File: config.mk
export PLATFORM = sky130hd
export DESIGN_NAME = ascon_input_packer
export DESIGN_NICKNAME = d
export VERILOG_FILES = /design/src/rtl/ascon_input_packer_pkg.sv /design/src/rtl/ascon_input_packer_shifter.sv /design/src/rtl/ascon_input_packer.sv
export SDC_FILE = /design/constraint.sdc
export NUM_CORES = 1
export LEC_CHECK = 0
export CORE_ASPECT_RATIO = 0.6
export CORE_MARGIN = 5
export CORE_UTILIZATION = 48
export DETAILED_ROUTE_END_ITERATION = 6
export PLACE_DENSITY = 0.76
export SYNTH_ARGS = -nofsm -noshare
export SYNTH_HDL_FRONTEND = slang
export SYNTH_HIERARCHICAL = 1
export SYNTH_SLANG_ARGS = --single-unit
File: constraint.sdc
create_clock -name clock_i -period 2.6 [get_ports clock_i]
set_input_delay 0.52 -clock clock_i [delete_from_list [all_inputs] [get_ports clock_i]]
set_output_delay 0.52 -clock clock_i [all_outputs]
set_load 0.02 [all_outputs]
File: src/rtl/ascon_input_packer_pkg.sv
// Shared definitions for the ASCON-128 input packer.
//   ASCON_IV      : initial block presented with start_o
//   ASCON_PAD_BLK : stand-alone 10* pad block, used after a full final block
//   blk_type_t    : block type tag carried on blk_type_o
//   pk_state_t    : packer FSM state encoding
package ascon_pack;

    localparam int          RATE_W        = 64;
    localparam logic [63:0] ASCON_IV      = 64'h80400C0600000000;
    localparam logic [63:0] ASCON_PAD_BLK = 64'h8000000000000000;

    typedef enum logic [1:0] {
        BLK_IV = 2'd0,
        BLK_AD = 2'd1,
        BLK_PT = 2'd2
    } blk_type_t;

    typedef enum logic [2:0] {
        ST_IDLE,
        ST_SEND_IV,
        ST_FILL_AD,
        ST_SEND_AD,
        ST_FILL_PT,
        ST_SEND_PT
    } pk_state_t;

endpackage

File: src/rtl/ascon_input_packer_shifter.sv
// Byte-slot insert with 10* padding for one 64-bit rate block.
//   blk_i  : current partially filled block
//   idx_i  : slot (0..7) the new byte goes into; slot 0 is [63:56]
//   byte_i : new byte
//   last_i : new byte is the last of its phase -> 0x80 in the next slot and
//            all later slots forced to zero
//   blk_o  : updated block
module ascon_byte_shifter (
    input  logic [63:0] blk_i,
    input  logic [2:0]  idx_i,
    input  logic [7:0]  byte_i,
    input  logic        last_i,
    output logic [63:0] blk_o
);

    always_comb begin
        blk_o = blk_i;
        for (int k = 0; k < 8; k++) begin
            if (k == int'(idx_i)) begin
                blk_o[63-8*k -: 8] = byte_i;
            end else if (last_i && k == int'(idx_i) + 1) begin
                blk_o[63-8*k -: 8] = 8'h80;
            end else if (last_i && k > int'(idx_i) + 1) begin
                blk_o[63-8*k -: 8] = 8'h00;
            end
        end
    end

endmodule

File: src/rtl/ascon_input_packer.sv
// Packs an AD/PT byte stream into padded 64-bit ASCON rate blocks and
// presents IV, AD and PT blocks in protocol order on a valid/ready port.
//   clock_i, resetb_i         : clock, async active-low reset
//   msg_start_i, ad_present_i : begin a message (IDLE only), AD phase present
//   byte_*_i / byte_ready_o   : byte stream input with handshake
//   data_o, data_valid_o      : block output, blk_ready_i consumes it
//   start_o, blk_type_o       : IV marker, block type
//   blk_last_o                : final block of the current phase
//   busy_o, err_o             : not idle, sticky protocol error
// Optional build macro ASCON_PACKER_CHK_EN enables protocol checking on err_o;
// without it err_o is tied low.
module ascon_input_packer
    import ascon_pack::*;
(
    input  logic        clock_i,
    input  logic        resetb_i,
    input  logic        msg_start_i,
    input  logic        ad_present_i,
    input  logic [7:0]  byte_i,
    input  logic        byte_valid_i,
    input  logic        byte_last_i,
    input  logic        byte_is_ad_i,
    output logic        byte_ready_o,
    output logic [63:0] data_o,
    output logic        data_valid_o,
    input  logic        blk_ready_i,
    output logic        start_o,
    output logic [1:0]  blk_type_o,
    output logic        blk_last_o,
    output logic        busy_o,
    output logic        err_o
);

    pk_state_t   state_q, state_d;
    logic [63:0] blk_q, blk_d, ins_blk;
    logic [2:0]  idx_q, idx_d;
    logic        ad_q, ad_d;
    logic        pend_q, pend_d;   // full final block sent, pad block still owed
    logic        last_q, last_d;
    logic        in_fill, in_send;
    blk_type_t   ty;

    assign in_fill = (state_q == ST_FILL_AD) || (state_q == ST_FILL_PT);
    assign in_send = (state_q == ST_SEND_IV) || (state_q == ST_SEND_AD) ||
                     (state_q == ST_SEND_PT);

    ascon_byte_shifter u_shift (
        .blk_i  (blk_q),
        .idx_i  (idx_q),
        .byte_i (byte_i),
        .last_i (byte_last_i),
        .blk_o  (ins_blk)
    );

    always_comb begin
        state_d = state_q;
        blk_d   = blk_q;
        idx_d   = idx_q;
        ad_d    = ad_q;
        pend_d  = pend_q;
        last_d  = last_q;
        unique case (state_q)
            ST_IDLE: begin
                if (msg_start_i) begin
                    state_d = ST_SEND_IV;
                    blk_d   = ASCON_IV;
                    ad_d    = ad_present_i;
                    last_d  = 1'b0;
                    pend_d  = 1'b0;
                end
            end
            ST_SEND_IV: begin
                if (blk_ready_i) begin
                    state_d = ad_q ? ST_FILL_AD : ST_FILL_PT;
                    blk_d   = '0;
                    idx_d   = '0;
                end
            end
            ST_FILL_AD, ST_FILL_PT: begin
                if (byte_valid_i) begin
                    blk_d = ins_blk;
                    idx_d = idx_q + 3'd1;
                    if (byte_last_i || idx_q == 3'd7) begin
                        state_d = (state_q == ST_FILL_AD) ? ST_SEND_AD : ST_SEND_PT;
                        // A last byte filling slot 7 leaves no room for the pad
                        last_d  = byte_last_i && (idx_q != 3'd7);
                        pend_d  = byte_last_i && (idx_q == 3'd7);
                    end
                end
            end
            ST_SEND_AD, ST_SEND_PT: begin
                if (blk_ready_i) begin
                    if (pend_q) begin
                        blk_d  = ASCON_PAD_BLK;
                        last_d = 1'b1;
                        pend_d = 1'b0;
                    end else begin
                        blk_d  = '0;
                        idx_d  = '0;
                        last_d = 1'b0;
                        if (state_q == ST_SEND_AD)
                            state_d = last_q ? ST_FILL_PT : ST_FILL_AD;
                        else
                            state_d = last_q ? ST_IDLE : ST_FILL_PT;
                    end
                end
            end
            default: state_d = ST_IDLE;
        endcase
    end

    always_ff @(posedge clock_i or negedge resetb_i) begin
        if (!resetb_i) begin
            state_q <= ST_IDLE;
            blk_q   <= '0;
            idx_q   <= '0;
            ad_q    <= 1'b0;
            pend_q  <= 1'b0;
            last_q  <= 1'b0;
        end else begin
            state_q <= state_d;
            blk_q   <= blk_d;
            idx_q   <= idx_d;
            ad_q    <= ad_d;
            pend_q  <= pend_d;
            last_q  <= last_d;
        end
    end

    always_comb begin
        unique case (state_q)
            ST_FILL_AD, ST_SEND_AD: ty = BLK_AD;
            ST_FILL_PT, ST_SEND_PT: ty = BLK_PT;
            default:                ty = BLK_IV;
        endcase
    end

    assign byte_ready_o = in_fill;
    assign data_valid_o = in_send;
    assign data_o       = blk_q;
    assign start_o      = (state_q == ST_SEND_IV);
    assign blk_type_o   = ty;
    assign blk_last_o   = last_q;
    assign busy_o       = (state_q != ST_IDLE);

`ifdef ASCON_PACKER_CHK_EN
    logic err_q, err_d;

    always_comb begin
        err_d = err_q;
        if (msg_start_i && state_q != ST_IDLE)                    err_d = 1'b1;
        if (byte_valid_i && !in_fill)                             err_d = 1'b1;
        if (byte_valid_i && state_q == ST_FILL_AD && !byte_is_ad_i) err_d = 1'b1;
        if (byte_valid_i && state_q == ST_FILL_PT && byte_is_ad_i)  err_d = 1'b1;
    end

    always_ff @(posedge clock_i or negedge resetb_i) begin
        if (!resetb_i) err_q <= 1'b0;
        else           err_q <= err_d;
    end

    assign err_o = err_q;
`else
    logic unused_is_ad;
    assign unused_is_ad = byte_is_ad_i;
    assign err_o        = 1'b0;
`endif

endmodule

---- After elaboration in Yosys (flattened, before gate mapping) ----
Cells that the tools add are included.
cells by class
  reductions and logical operators ........ 45
  muxes and demuxes ....................... 58
  magnitude comparators ................... 8
  equal/unequal tests ..................... 35
  add/sub/neg operators ................... 2
operators by type and width
  operator               number
  $mux W64               5
  $pmux W64 S4           1
  $mux W8                24
  $eq A4 B32 Y1 const A  4
  $gt A4 B32 Y1 const A  4
  $eq A3 B32 Y1 const A  2
  $gt A3 B32 Y1 const A  2
  $reduce_and A6 Y1      9
  $mux W3                15
  $eq A2 B32 Y1 const A  1
  $gt A1 B32 Y1 const A  1
  $gt A2 B32 Y1 const A  1
  $logic_not A32 Y1      1
  $ne A4 B1 Y1 const B   8
  $logic_and A1 B1 Y1    18
  $eq A3 B3 Y1 const A   4
  $ne A2 B2 Y1 const B   6
  $pmux W3 S4            1
  $reduce_and A5 Y1      2
  $eq A3 B3 Y1 const B   3
  $pmux W3 S3            1
  $reduce_bool A3 Y1     3
  $mux W1                8
  $reduce_or A2 Y1       4
  13 further kinds       20
storage, ports and cells
  output and inout bits ................... 72
  register bits ........................... 73

---- Longest topological paths before layout ----
Gate-level depths: netlist (run 1).
  depth in word-level cells ............... 8
  depth in mapped cells ................... 11
  gate-level depth less buffers ........... 9

---- Modules after synthesis ----
Netlist (run 1), hierarchy kept.
modules (own cells, without submodules)
  module              cells an instance  sequential area each (µm²)  area an instance (µm²)  instances
  ascon_input_packer  314                1,826.8                     3,529.6                 1
  ascon_byte_shifter  228                0.0                         1,236.2                 1

---- Least setup slack after synthesis (run 1) ----
OpenSTA, ideal clock, no wires.
  path kind ............................... reg2reg
  start ................................... reg idx_q[0]
  end ..................................... reg blk_q[54] (netlist: data_o[54])
  clock period less this slack ............ 2.510 ns
  cell stages (with the launch flop) ...... 11
  setup slack ............................. 0.090 ns
  data arrival time ....................... 2.371 ns
  cell sequence ........................... dfrtp_1 > ha_1 > ha_1 > clkbuf_1 > nor2_1 > or4_4 > nor2b_4 > buf_6 > a22o_1 > o21ai_0 > a41oi_1
on the way
  word-level cells in the longest chain between the ends .. 7
ends and longest elaborated chain
  what                      line                              RTL
  start: declaration        ascon_input_packer.sv:36          logic [2:0] idx_q, idx_d;
  start signal: assignment  ascon_input_packer.sv:123         idx_q <= idx_d;
  $add A3 B1 Y4             ascon_input_packer_shifter.sv:21  end else if (last_i && k == int'(idx_i) + 1) begin
  $eq A2 B32 Y1             ascon_input_packer_shifter.sv:21
  $logic_and A1 B1 Y1       ascon_input_packer_shifter.sv:21
  $mux W8                   ascon_input_packer_shifter.sv:21
  $mux W8 (*)               ascon_input_packer_shifter.sv:19  if (k == int'(idx_i)) begin
  via ins_blk[54]           ascon_input_packer.sv:35          logic [63:0] blk_q, blk_d, ins_blk;
  $mux W64 (*)              ascon_input_packer.sv:80          if (byte_valid_i) begin
  $pmux W64 S4 (*)          ascon_input_packer.sv:62          unique case (state_q)
  end signal: assignment    ascon_input_packer.sv:122         blk_q <= blk_d;
  end: declaration          ascon_input_packer.sv:35
The timed path passes the listed nets; every way through them passes the cells marked *. The select of a mux whose other input is x is not followed.
A chain may end at the register's enable or synchronous reset.

---- Worst setup path in the final report (run 1) ----
  start ................................... reg state_q[2]
  end ..................................... out blk_type_o[1]
on the way
  word-level cells in the longest chain between the ends .. 3
ends and longest elaborated chain
  what                                          line                       RTL
  start: declaration                            ascon_input_packer.sv:34   pk_state_t state_q, state_d;
  start signal: assignment                      ascon_input_packer.sv:121  state_q <= state_d;
  $eq A3 B3 Y1 or $eq A3 B2 Y1 (tied branches)  ascon_input_packer.sv:131  unique case (state_q)
  $reduce_or A2 Y1                              ascon_input_packer.sv:131
  $pmux W2 S2 (*)                               ascon_input_packer.sv:131
  end: declaration                              ascon_input_packer.sv:28   output logic [1:0] blk_type_o,
Every way passes the cells marked *; elsewhere a longest branch is shown, timed or not.

==> results of run 1 <==
## how the worst min path moves through the flow
stage	depth (start not counted)	endpoint	slack, ps
finish	1	data_o[41]	300
global route	1	data_o[38]	360
CTS	1	data_o[38]	310
detailed placement	1	data_o[50]	500
global placement	1	data_o[36]	490
floorplan	0	ad_q	220
## sequential cells by signal, indices dropped and copies added (netlist names)
signal	flops
ad_q	1
blk_last_o	1
data_o	64
idx_q	3
pend_q	1
state_q	3
## synth_stat cells, types with 2 or more instances
cell	count	share of area [%]
nand2_1	88	6.9
dfrtp_1	73	38
nand4_1	60	7.9
o21ai_0	50	5.3
a21bo_2	49	10
clkbuf_1	24	1.9
a22o_1	21	3.9
buf_2	21	2.2
a21oi_1	20	2.1
nor2b_1	14	1.8
inv_1	12	0.95
a21bo_1	10	2.1
buf_1	9	0.71
ha_1	9	2.4
nand3_1	7	0.74
nor2_1	7	0.55
and2_1	6	0.79
a41oi_1	5	0.92
a31oi_1	4	0.52
a221o_1	3	0.63
and3b_2	3	0.63
mux2_2	3	0.71
o211ai_1	3	0.47
a32oi_1	2	0.37
buf_4	2	0.31
mux2i_1	2	0.42
nor3_1	2	0.21
nor3b_1	2	0.31
o21ai_1	2	0.21
o21bai_1	2	0.31
o31ai_1	2	0.31
## cell families (layout without fill, tap and decap cells)
kind of cell,Yosys count,in the layout
compound gates,186,186
xor+xnor,2,2
fa+ha+maj,10,10
buf+inv,69,142
flops,73,73
mux,6,6
other cells,1,1
simple gates,195,195
## critical path, stage by stage (launching register included)
cell	delay (ps)
dfrtp_1	640
inv_1	160
nor2_1	200
clkdlybuf4s50_1	640
## where the power goes
part	total, W	internal [W]	switching [W]
registers	0.00180	0.00145	0.000346
logic	0.00455	0.00177	0.00278
clock network	0.00151	0.00102	0.000489
## stage by stage
stage	hold WS (ps)	utilization (%)
2_1_floorplan	224	-
3_3_place_gp	494	59.3
3_5_place_dp	496	59.3
4_1_cts	313	63.0
5_1_grt	361	63.1
6_report	295	63.1
## layout make-up
class,count,area (sq um),area share [%]
Tap cell,135,169,2.74
Clock inverter,4,97.6,1.58
Sequential cell,73,1830,29.6
Inverter,12,45.0,0.731
Clock buffer,12,267,4.32
Timing Repair Buffer,114,1100,17.9
Multi-Input combinational cell,400,2660,43.1
## layer usage
metal / GRT usage [%] / wire length [microns] / part of all wire [%] / vias to the layer above
met5: 0 / 0 / 0 / -
met4: 6.57 / 194 / 1.3 / 0
met3: 5.87 / 1140 / 7.7 / 24
met2: 38.5 / 6550 / 44 / 247
met1: 35.5 / 6960 / 47 / 2354
li1: - / - / - / 2107
## repair_timing
item	in CTS	in global routing
gates resized for setup	0	1
endpoints found under the setup margin	0	2
buffers inserted	0	0
==> results by group, run 1 <==
Status
  • Status: finished, final reports clean

Job
  • Max-cap viol count: 0

Final layout
  • Nets: 635
  • Most frequent cells in the layout: nand2_1 (87), clkdlybuf4s50_1 (84), dfrtp_1 (73), nand4_1 (60), o21ai_0 (50)
  • Area Growth Syn to Fin: 29.3%
  • Non-Filler Instances: 750
  • Layout cell share with drive strength beyond 1: 17.7%
  • Final non-filler cell area: 0.00616 sq mm
  • Fillers: 802
  • Antenna fix cells: 0
  • Commonest non-fill, non-tap cell in the layout: nand2_1

Clock network
  • Worst-Skew Late Latency: 340 ps
  • CTS Sinks: 73
  • Max clock buf depth: 2
  • CTS Buf Count: 9
  • CTS clk-pin slew, worst paths: 60 ps
  • CTS tree: built
  • CTS root buf: clkbuf_16
  • CTS H-Tree Depth: 3
  • Cts hold-fix bufs: 0

Floorplanning
  • Initial core utilization: about half
  • Core area: 0.00977 sq mm
  • Die height: approximately 87 microns
  • Die Wd: 139 microns
  • Die ar.: 0.0121 sq mm
  • # rows: 28
  • Io pins: 88

Detailed routing
  • DR pass1 iterations: 5
  • Antenna Nets Post-Route: 0
  • WL final: 14.8 mm
  • Routed WL per cell: 19.8 microns
  • Initial drt markers: 548
  • DR vias: 4732
  • Drt drc: 0
  • DR vias/cell: 6.31

Logic synthesis
  • Mapped Area: 0.00477 sq mm
  • Post-synthesis mux area share: 1.37%
  • Top FF cell, synth: dfrtp_1
  • Post-Synth XOR/XNOR Area: less than 1%
  • Largest family of logic cells by synthesized area: compound AO/OA/AOI/OAI gates
  • Adder-cell share of the synthesized area: 2.57%
  • Synthesis-stage register bit count: 73
  • Syn_nets: 567
  • Syn Inst Count: about 540
  • Synth Area in Compound Gates: 29.9%
  • Async S/R FF share, synth: 100%
  • Syn_area_per_cell: about 8.8 sq um
  • Synth Area in Simple Gates: 21.1%
  • Yosys warns: 6
  • Number of synthesized flops with an enable pin: 0
  • Register area share after synthesis: 38.3%
  • Library cells used by synthesis: between 50 and 60

Setup path
  • Worst r2r src: idx_q[0]
  • Startpoint Class: flip-flop
  • WP data required: 2080 ps
  • Critical R2R Capture: data_o[54]
  • CP arrival: 1970 ps
  • Kind of critical path: flip-flop to output port
  • Setup crit end kind: output port
  • Setup crit end: blk_type_o[1]
  • R2R Setup Slk: 170 ps
  • CP startpoint: state_q[2]
  • Reg2Reg Depth: 8
  • Largest fanout on the critical path: 15

Global routing
  • Tot GR Track Use: 24.9%
  • Initial antenna violation count: 0
  • Global-route wire length before repair: 24.3 mm
  • Largest net degree at the start of global routing: 69
  • Overflow after GRT: 0
  • Number of global-route vias before repair: 4683

STA
  • RSZ-0062 raised after global routing: no
  • Fmax achieved: 401 MHz
  • Fin Setup TNS: 0 ps
  • Max Clock Skew: 5.52 ps
  • Slew @ Worst Pin: 871 ps
  • Slew headroom: between 40% and 50%
  • Fin worst setup slack: 105 ps
  • Fin crit period: 2490 ps
  • Final setup vio count: 0
  • Hold Vio Cnt, Final: 0
  • Pins over their slew limit: 0
  • Fin crit share: 96.0%

Power
  • Peak VDD IR: 0.000678 V
  • Final Power: approximately 0.0079 W
  • Leak: 2.71 nW
  • PD cells: 1270 mW/mm^2

Placed design
  • Dpl cells: 734
  • Placed instance area: 0.00580 sq mm
  • GPL Wtd Cong: approximately 0.9
  • Port-buffer cells: 85
  • Final HPWL DP: 9.91 mm
  • Setup WS pre-CTS: just over 100 ps

Worst hold path
  • Hold Path Class: input port to asynchronous set/reset pin
Note: power is estimated with default switching activity, not from simulation.
==> run 2, diff against run 1 <==
CELL_PAD_IN_SITES_DETAIL_PLACEMENT = 1   (was default)
CELL_PAD_IN_SITES_GLOBAL_PLACEMENT = 2   (was default)
CORE_UTILIZATION = 29   (was 48)
==> results by group, run 2 (same netlist as run 1, synthesis figures left out) <==
Status
  • Status: finished, final reports clean

Global routing
  • GRT met1 Usage: 26.4% (-9.1 points)
  • Met2 GRT Util: 27.9% (-11 points)
  • Initial antenna violation count: 0 (unchanged)
  • Tot GR Track Use: 18.0% (-6.9 points)
  • Met3 GRT Util: 3.95% (-1.9 points)
  • Overflow after GRT: 0 (unchanged)
  • Global-route wire length before repair: 27.4 mm (+13%)
  • Largest net degree at the start of global routing: 69 (unchanged)
  • Busiest grt layer: met2
  • Number of global-route vias before repair: 4812 (+2.8%)

Setup path
  • WP data required: 2800 ps (+720 ps)
  • Cell Chain, Critical Path: ha_1, ha_1, buf_4, nand2_1, a221o_1, a22o_1, o21ai_0, a41oi_1
  • Largest fanout on the critical path: 10 (-5)
  • R2R Setup Slk: 150 ps (-20 ps)
  • CP bufs+invs: 1 (-1)
  • CP delay by family, top: compound AO/OA/AOI/OAI gates
  • CP arrival: 2650 ps (+680 ps)
  • Most frequent CP cell: ha_1
  • Worst r2r src: idx_q[0]
  • WP depth: 8 (+5)
  • Startpoint Class: flip-flop
  • Reg2Reg Depth: 8 (unchanged)
  • Critical R2R Capture: data_o[34]
  • Kind of critical path: flip-flop to flip-flop
  • Crit-path max cell delay: 500 ps (-140 ps)
  • Slowest-stage cell, CP: a221o_1
  • Setup crit end kind: flip-flop

Final layout
  • Layout cell share with drive strength beyond 1: 17.5% (-0.19 points)
  • Nets: 636 (+0.16%)
  • Reg area: 0.00183 sq mm (unchanged)
  • Final Util: 38.8% (-24 points)
  • Fillers: 1835 (+130%)
  • Area Growth Syn to Fin: 31.6%
  • Antenna fix cells: 0 (unchanged)
  • Most frequent cells in the layout: nand2_1 (87), clkdlybuf4s50_1 (84), dfrtp_1 (73), nand4_1 (60), o21ai_0 (50)
  • Area of the multi-input gates: 0.00266 sq mm (about the same)
  • Commonest non-fill, non-tap cell in the layout: nand2_1
  • Max FFs per register: 64 (unchanged)

Clock network
  • CTS clk-pin slew, worst paths: 60 ps (about the same)
  • Max clock buf depth: 2 (unchanged)
  • CTS Buf Count: 9 (unchanged)
  • Worst-Skew Late Latency: 340 ps (about the same)
  • CTS tree: built
  • CTS root buf: clkbuf_16
  • Cts hold-fix bufs: 0 (unchanged)
  • CTS Sinks: 73 (unchanged)
  • CTS H-Tree Depth: 3 (unchanged)

STA
  • Pins over their slew limit: 0 (unchanged)
  • Slew @ Worst Pin: 662 ps (-209 ps)
  • Fin Setup TNS: 0 ps (unchanged)
  • Worst hold slack: 146 ps (-149 ps)
  • Slew headroom: 55.7% (+14 points)
  • Max Clock Skew: 13.3 ps (+7.76 ps)
  • Fin crit share: 94.4% (-1.6 points)
  • Hold Vio Cnt, Final: 0 (unchanged)
  • RSZ-0062 raised after global routing: no
  • Final setup vio count: 0 (unchanged)
  • Fmax achieved: 408 MHz (+1.7%)
  • Fin crit period: 2450 ps (-41.8 ps)

Placed design
  • Final HPWL DP: 11.6 mm (+17%)
  • GPL Wtd Cong: 0.817 (-9.7%)
  • Port-buffer cells: 85 (unchanged)

Floorplanning
  • # rows: 36 (+29%)
  • Io pins: 88 (unchanged)
  • Die Wd: 176 microns (+27%)
  • Core area: 0.0162 sq mm (+65%)
  • Die height: 109 microns (+25%)
  • Initial core utilization: 29.5% (-19 points)
  • Die ar.: 0.0192 sq mm (+59%)

Detailed routing
  • Drt drc: 0 (unchanged)
  • Initial drt markers: 332 (-39%)
  • DR pass1 iterations: 4 (-1)
  • DR vias/cell: 5.57 (-12%)
  • DR vias: 4592 (-3.0%)
  • WL final: 17.1 mm (+15%)
  • Antenna Nets Post-Route: 0 (unchanged)
  • Routed WL per cell: 20.7 microns (+4.8%)

Job
  • Max-cap viol count: 0 (unchanged)

Power
  • PD cells: 1270 mW/mm^2 (about the same)
  • Share of power burned in registers: 22.4% (-0.5 points)
  • Switching power: 0.00373 W (+3.3%)
  • Peak VDD IR: 0.000489 V (-28%)
  • Int Power: 0.00426 W (+0.45%)
  • Logic gate share of total power: 59.1% (+1.1 points)
  • Switching Share: 46.7% (+0.69 points)
  • Leak: 2.72 nW (+0.35%)
  • Clk pwr share: 18.5% (-0.7 points)

Worst hold path
  • Hold Path Class: input port to asynchronous set/reset pin
-- run 2: cell types whose count changed in the layout (fill, tap and decap cells not counted), sizes merged --
| cell | previous run | this run |
|---|---|---|
| buf | 30 | 31 |
| inv | 12 | 13 |
| clkinvlp | 1 | 0 |
-- run 2: area by class of cell --
cell class,instances,share of cell area [%]
timing repair buffer,115,18.1
clock buffer,12,3.93
multi-input combinational,400,42.4
tap,209,4.17
inverter,12,0.718
clock inverter,4,1.58
sequential,73,29.1
-- run 2: worst max path at each step --
stage                 from          to  slack, ps
2_1_floorplan     idx_q[0]  data_o[54]         90
3_3_place_gp   byte_last_i  data_o[54]         80
3_5_place_dp   byte_last_i  data_o[54]         60
4_1_cts           idx_q[0]  data_o[19]        100
5_1_grt           idx_q[0]  data_o[34]         40
6_report          idx_q[0]  data_o[34]        150
-- run 2: what timing repair did --
item / 4_1_cts / 5_1_grt
setup buffers: 0 / 1
resized for setup: 0 / 1
setup endpoints to repair: 0 / 14
-- run 2: layer usage --
| metal | part of all wire [%] | wire length (microns) | vias up |
|---|---|---|---|
| met5 | 0 | 0 | - |
| met3 | 6.2 | 1060 | 4 |
| met1 | 50 | 8490 | 2341 |
| li1 | - | - | 2123 |
| met4 | 0.24 | 41 | 0 |
| met2 | 44 | 7530 | 124 |
-- run 2: power by group through the flow --
stage	clock network, W	registers [W]	logic, W
2_1_floorplan	0	0.00201	0.00267
3_3_place_gp	0	0.00180	0.00457
3_5_place_dp	0	0.00181	0.00470
4_1_cts	0.00151	0.00179	0.00473
5_1_grt	0.00155	0.00184	0.00511
6_report	0.00148	0.00179	0.00473
-- run 2: through the flow --
stage	total power, W	setup WS (ps)	instances	instance area (sq um)
floorplan	0.00468	90.4	542	4770
global placement	0.00637	82.4	808	5920
detailed placement	0.00651	58.7	808	5920
CTS	0.00803	104	824	6260
global route	0.00850	43.6	825	6270
finish	0.00799	147	825	6270
==> run 3, diff against run 2 <==
CAP_MARGIN = 20   (was default)
==> results of run 3 <==
Final layout, timing and power as in run 2 (identical DEF).
